===== config.mk =====
export PLATFORM = sky130hd
export DESIGN_NAME = turn_sequencer
export DESIGN_NICKNAME = d
export VERILOG_FILES = /design/src/rtl/turn_sequencer.sv
export SDC_FILE = /design/constraint.sdc
export NUM_CORES = 1
export LEC_CHECK = 0
export CAP_MARGIN = 10
export CELL_PAD_IN_SITES_DETAIL_PLACEMENT = 1
export CELL_PAD_IN_SITES_GLOBAL_PLACEMENT = 1
export CORE_MARGIN = 5
export CORE_UTILIZATION = 38
export CTS_CLUSTER_DIAMETER = 50
export DETAILED_ROUTE_END_ITERATION = 12
export PLACE_DENSITY = 0.85
export REMOVE_ABC_BUFFERS = 1
export SLEW_MARGIN = 20
export SYNTH_ARGS = -nofsm -noshare
export SYNTH_HDL_FRONTEND = slang
export SYNTH_SLANG_ARGS = --single-unit

===== constraint.sdc =====
create_clock -name clock -period 3.23 [get_ports clock]
set_clock_uncertainty 0.2 [all_clocks]
set_input_delay 0.646 -clock clock [delete_from_list [all_inputs] [get_ports clock]]
set_output_delay 0.646 -clock clock [all_outputs]
set_load 0.01 [all_outputs]

===== src/rtl/turn_sequencer.sv =====
// Game-flow controller: welcome, board init, then an N-player turn loop with
// press/release of go, move validation, automatic passes, optional move timeout
// and game-over detection.
module turn_sequencer #(
  parameter int NUM_PLAYERS    = 2,
  parameter int PLAYER_W       = 1,
  parameter int TIMEOUT_CYCLES = 0,
  parameter int TO_W           = 32
) (
  input  logic                clock,
  input  logic                reset,
  input  logic                go,
  input  logic                init_done,
  input  logic                ack,
  input  logic                nack,
  input  logic                no_moves,
  input  logic                game_end,
  output logic                init_start,
  output logic                new_move,
  output logic [PLAYER_W-1:0] player,
  output logic                pass_pulse,
  output logic                timeout,
  output logic                game_over
);

  typedef enum logic [2:0] {
    WELC       = 3'd0,
    INIT       = 3'd1,
    WAIT_PRESS = 3'd2,
    WAIT_REL   = 3'd3,
    VALIDATE   = 3'd4,
    PASS       = 3'd5,
    OVER       = 3'd6
  } state_t;

  localparam int PCW       = PLAYER_W + 1;
  localparam int TO_LAST_I = (TIMEOUT_CYCLES == 0) ? 0 : TIMEOUT_CYCLES - 1;

  state_t              state, state_nxt;
  logic [PLAYER_W-1:0] player_nxt;
  logic [PLAYER_W:0]   pass_cnt, pass_nxt, pass_inc;
  logic [TO_W-1:0]     to_cnt, to_nxt;
  logic                timeout_nxt;
  logic                to_hit;
  logic [PLAYER_W-1:0] player_adv;

  assign pass_inc   = pass_cnt + 1'b1;
  assign player_adv = (player == PLAYER_W'(NUM_PLAYERS - 1)) ? '0 : player + 1'b1;
  assign to_hit     = (TIMEOUT_CYCLES != 0) && (to_cnt == TO_W'(TO_LAST_I));

  // Next-state, player/pass/timeout bookkeeping; game_end overrides everything mid-game
  always_comb begin
    state_nxt   = state;
    player_nxt  = player;
    pass_nxt    = pass_cnt;
    to_nxt      = to_cnt;
    timeout_nxt = 1'b0;
    case (state)
      WELC: if (go) state_nxt = INIT;
      INIT: begin
        if (init_done) begin
          state_nxt  = WAIT_PRESS;
          player_nxt = '0;
          pass_nxt   = '0;
        end
      end
      WAIT_PRESS: begin
        to_nxt = to_cnt + 1'b1;
        if (game_end)      state_nxt = OVER;
        else if (no_moves) state_nxt = PASS;
        else if (to_hit) begin
          state_nxt   = PASS;
          timeout_nxt = 1'b1;
        end
        else if (go)       state_nxt = WAIT_REL;
      end
      WAIT_REL: begin
        if (game_end) state_nxt = OVER;
        else if (!go) state_nxt = VALIDATE;
      end
      VALIDATE: begin
        if (game_end) state_nxt = OVER;
        else if (ack) begin
          state_nxt  = WAIT_PRESS;
          pass_nxt   = '0;
          player_nxt = player_adv;
        end
        else if (nack) state_nxt = WAIT_PRESS;
      end
      PASS: begin
        if (game_end) state_nxt = OVER;
        else begin
          pass_nxt = pass_inc;
          if (pass_inc == PCW'(NUM_PLAYERS)) state_nxt = OVER;
          else begin
            state_nxt  = WAIT_PRESS;
            player_nxt = player_adv;
          end
        end
      end
      OVER: if (go) state_nxt = WELC;
      default: state_nxt = WELC;
    endcase
    // Timeout window restarts on every entry into WAIT_PRESS
    if (state_nxt == WAIT_PRESS && state != WAIT_PRESS) to_nxt = '0;
  end

  // State and registered outputs; outputs reflect the state being entered
  always_ff @(posedge clock or negedge reset) begin
    if (!reset) begin
      state      <= WELC;
      player     <= '0;
      pass_cnt   <= '0;
      to_cnt     <= '0;
      init_start <= 1'b0;
      new_move   <= 1'b0;
      pass_pulse <= 1'b0;
      timeout    <= 1'b0;
      game_over  <= 1'b0;
    end else begin
      state      <= state_nxt;
      player     <= player_nxt;
      pass_cnt   <= pass_nxt;
      to_cnt     <= to_nxt;
      init_start <= (state_nxt == INIT);
      new_move   <= (state_nxt == VALIDATE);
      pass_pulse <= (state_nxt == PASS);
      timeout    <= timeout_nxt;
      game_over  <= (state_nxt == OVER);
    end
  end

endmodule


* Word level (Yosys, flattened, before mapping) *
Index checks and enable logic that the tools add are counted.

operators by class
  muxes and demuxes = 26
  equality and inequality tests = 16
  add/subtract/negate cells = 2
  reduce and logical (&&, ||, !) cells = 4

operators with widths
  operator                                        number
  2-to-1 mux 3 bit                                13
  case mux 3 bit (7 select lines)                 1
  == test 3 bit (second input constant)           6
  inequality test 2 bit (second input constant)   5
  2-to-1 mux 2 bit                                4
  == test 3 x 1 -> 1 bit (second input constant)  2
  == test 3 x 2 -> 1 bit (second input constant)  2
  2-to-1 mux 1 bit                                6
  case mux 2 bit (3 select lines)                 1
  AND reduction 6 bit                             1
  AND reduction 5 bit                             1
  logical NOT 3 bit                               1
  case mux 1 bit (3 select lines)                 1
  nonzero test 3 bit                              1
  adder 2 x 1 -> 2 bit (second input constant)    1
  == test 2 bit (second input constant)           1
  adder 1 bit (second input constant)             1

word-level totals
  register bits = 10
  output and inout port bits = 6
  input port bits = 8

* Depth between registers and ports, before layout *
  depth after elaboration = 6
  gate-level depth with buffers = 6
  gate-level depth less buffers = 6

* Worst setup path after synthesis *
Ideal clock, no wire load.

  kind = input to register
  start point = in ack
  end point = reg new_move
  data required time = 2.896 ns
  stages = 4
  buffers on the path = 0
  setup slack = 1.510 ns
  data arrival time = 1.386 ns
  path through = nor3_1 -> o311a_1 -> a311oi_2 -> nor3_1

between the ends
  word-level cells in the longest chain between the ends = 4

ends and longest elaborated chain
  item                             RTL line  RTL
  from (decl)                      14        input logic ack,
  2-to-1 mux 3 bit                 83        else if (ack) begin
  2-to-1 mux 3 bit                 82        if (game_end) state_nxt = OVER;
  case mux 3 bit (7 select lines)  58        case (state)
  == test 3 bit                    126       new_move <= (state_nxt == VALIDATE);
  to (signal assigned)             126
  to (decl)                        19        output logic new_move,

Every way passes these cells.
A chain may end at the register's enable or synchronous reset.

* Worst setup path after layout *
  start point = in go
  end point = reg game_over

between the ends
  word-level cells in the longest chain between the ends = 5

ends and longest elaborated chain
  item                               RTL line  RTL
  from (decl)                        12        input logic go,
  2-to-1 mux 3 bit                   75        else if (go) state_nxt = WAIT_REL;
  2-to-1 mux 3 bit                   70        else if (no_moves) state_nxt = PASS;
  2-to-1 mux 3 bit                   69        if (game_end) state_nxt = OVER;
  case mux 3 bit (7 select lines) *  58
  net state_nxt[1]                   39        state_t state, state_nxt;
  == test 3 bit *                    129       game_over <= (state_nxt == OVER);
  to (signal assigned)               129
  to (decl)                          23        output logic game_over

The timed path passes the listed nets; every way through them passes the cells marked *.

==> metrics.yaml <==
status: "finished, final reports clean"
setup.worst_path.end: "game_over"
ys_ff_latch: 10
synth.area.mux_share_pct: 3.774
post_cts_buffers: 0
required_ns: 3.17
wire_per_inst_um: 14.44
routed_via_density: 5.489
path_delay_family: "buffers and inverters"
core_um2: 1506
synth_fa_ha_area_share_pct: 2.096
dp_hpwl_um: 994.7
die_h_um: 49.63
cpMaxStageDelayCell: "clkdlybuf4s50_1"
syn_avg_cell_area_um2: 9.626
globalplace.congestion: 0.7796
crit_fanout: 5
crit_path_start: "go"
hold_viol: 0
port_buffers: 12
grt_max_degree: 15
dieArea_um2: 2463
crit_buf_inv: 1
ys.flop_type: "dfrtp_1"
max_cap_viol_count: 0
clock_sinks: 10
synthSimpleGateAreaFrac_pct: 22.01
vdd_drop_max_uv: 420.3
reg2regPathDepth: 4
power_density_nw_per_um2: 846.4
synth.distinct_cells: 30
wirelength_um: 1300
drc: 0
path_class: "input pin to flop"
setup_tns_ns: 0
cts_buffer_depth: 2
path_cells: "clkdlybuf4s50_1 > or3b_1 > o21ai_0 > a221o_2 > nor3b_1"
whs_ns: 0.3171
synth-xor-area-share_pct: 1.468
synth-edff-count: 0
fp.dieW_um: 49.63
cts_tree: "done"
yosysSeqAreaShare_pct: 41.93
cts_hold_repair.buffers: 0
slew_violations: 0
grt_pass1_vias: 487
layout-drive-gt1-share_pct: 12.16
clk_latency_ns: 0.27
min_period_over_period_pct: 63.49
cts-root-buf: "clkbuf_4"
antenna_found_initial: 0
top_level_ports: 14
dr.pass1.iters: 4
grt_setup_unrepaired: "false"
first_iter_violations: 10
rrSetupSlack_ns: 1.37
cp-start-kind: "input pin"
cts.htree.levels: 1
min_from: "player"
cp.arrival_ns: 2.00
synth_top_family_by_area: "simple AND/OR/NAND/NOR gates"
area.growth.synth_to_final_pct: 24.32
synthArstFlopShare_pct: 100.0
period_needed_ns: 2.051
row_count: 14
synth_compound_gate_area_share_pct: 18.45
grt_usage_pct: 12.00
yosysWarnings: 0
path_depth: 5
antenna_cells: 0
setup_violations: 0
ant_nets: 0
vias: 494
cts_buffers: 3
reg2reg_from: "state[0]"
fmax_mhz: 487.6
synth_cells: 62
cts.clk_slew.worst_paths_ns: 0.07
syn_area_um2: 596.8
layout.nets: 84
end_kind: "flop"
overflow: 0
power.leakage_nw: 0.3267
initial_core_util_pct: 39.62
cp_slowest_stage_delay_ns: 0.54
cts.repair.resized: 0
worst_hold_path_type: "flop to flop"
grt_pass1_wl_um: 2187
r2r-end: "game_over"
-- logic make-up (layout without fill, tap and decap cells) --
logic type | count (synthesis) | count (layout)
buffers and inverters | 11 | 23
XOR/XNOR | 1 | 1
AND/OR/NAND/NOR | 22 | 22
adder cells (fa/ha/maj) | 1 | 1
other | 1 | 1
flip-flops | 10 | 10
AO/OA/AOI/OAI | 14 | 14
multiplexers | 2 | 2
-- worst min-delay path by stage --
stage	to	slack, ns	depth (start not counted)
2_1_floorplan	game_over	0.15	0
3_3_place_gp	pass_cnt[1]	0.29	1
6_report	player	0.32	1
4_1_cts	pass_cnt[1]	0.32	1
3_5_place_dp	player	0.30	1
5_1_grt	pass_cnt[1]	0.34	1
-- cell type report --
cell class | instances | area [um2]
Multi-Input combinational cell | 41 | 289.0
Clock buffer | 4 | 36.28
Inverter | 7 | 26.28
Sequential cell | 10 | 250.2
Fill cell | 179 | 764.5
Timing Repair Buffer | 12 | 120.1
Tap cell | 16 | 20.02
-- cells in the final DEF, fill, tap and decap left out, types with 2 or more instances in the layout --
cell	count
clkdlybuf4s50_1	12
o21ai_0	3
a221o_1	2
and2_1	2
inv_1	7
clkbuf_4	3
nand3_1	2
nand2_1	3
a21oi_1	2
dfrtp_1	10
nor3_1	7
nand2b_1	2
mux2_2	2
-- sequential cells by signal (all words and copies together), names as in the netlist --
register	flops
game_over	1
init_start	1
new_move	1
pass_cnt	2
pass_pulse	1
player	1
state	3
-- stage by stage --
stage | utilization [%] | power [mW] | instances | area [um2] | setup slack, ns
global route | 49.25 | 0.6790 | 90 | 742.0 | 1.104
detailed placement | 46.84 | 0.5193 | 86 | 705.7 | 0.8982
finish | 49.25 | 0.6280 | 90 | 742.0 | 1.179
CTS | 49.25 | 0.6332 | 90 | 742.0 | 1.179
floorplan | - | 0.4056 | 58 | 565.5 | 1.498
global placement | 46.84 | 0.5048 | 86 | 705.7 | 0.9044
-- per-layer routing --
metal / global-route usage, % / part of all wire [%] / up-vias
met4: 1.310 / 0 / 0
met3: 7.229 / 6.8 / 0
met2: 21.61 / 51 / 13
li1: - / - / 243
met5: 0 / 0 / -
met1: 11.99 / 42 / 238
-- synth_stat cells, types with 2 or more instances --
cell type	instances	share of area [%]
dfrtp_1	10	42
inv_1	7	4.4
nor3_1	7	5.9
nand2_1	3	1.9
o21ai_0	3	2.5
a21oi_1	2	1.7
a221o_1	2	3.4
and2_1	2	2.1
buf_4	2	2.5
mux2_2	2	3.8
nand2b_1	2	2.1
nand3_1	2	1.7
-- worst register-to-register path, cell delays in order (launching register included) --
cell      delay (ns)
dfrtp_1         0.60
nor3_1          0.15
o311a_1         0.36
a311oi_2        0.33
nor3b_1         0.10
-- where the power goes --
| group | internal [mW] | leakage [nW] | total (mW) | switching [mW] |
|---|---|---|---|---|
| clock | 0.0685 | 0.0210 | 0.114 | 0.0458 |
| sequential | 0.172 | 0.132 | 0.254 | 0.0824 |
| combinational | 0.144 | 0.174 | 0.260 | 0.116 |
No activity file was read; power rests on OpenSTA's default activity.
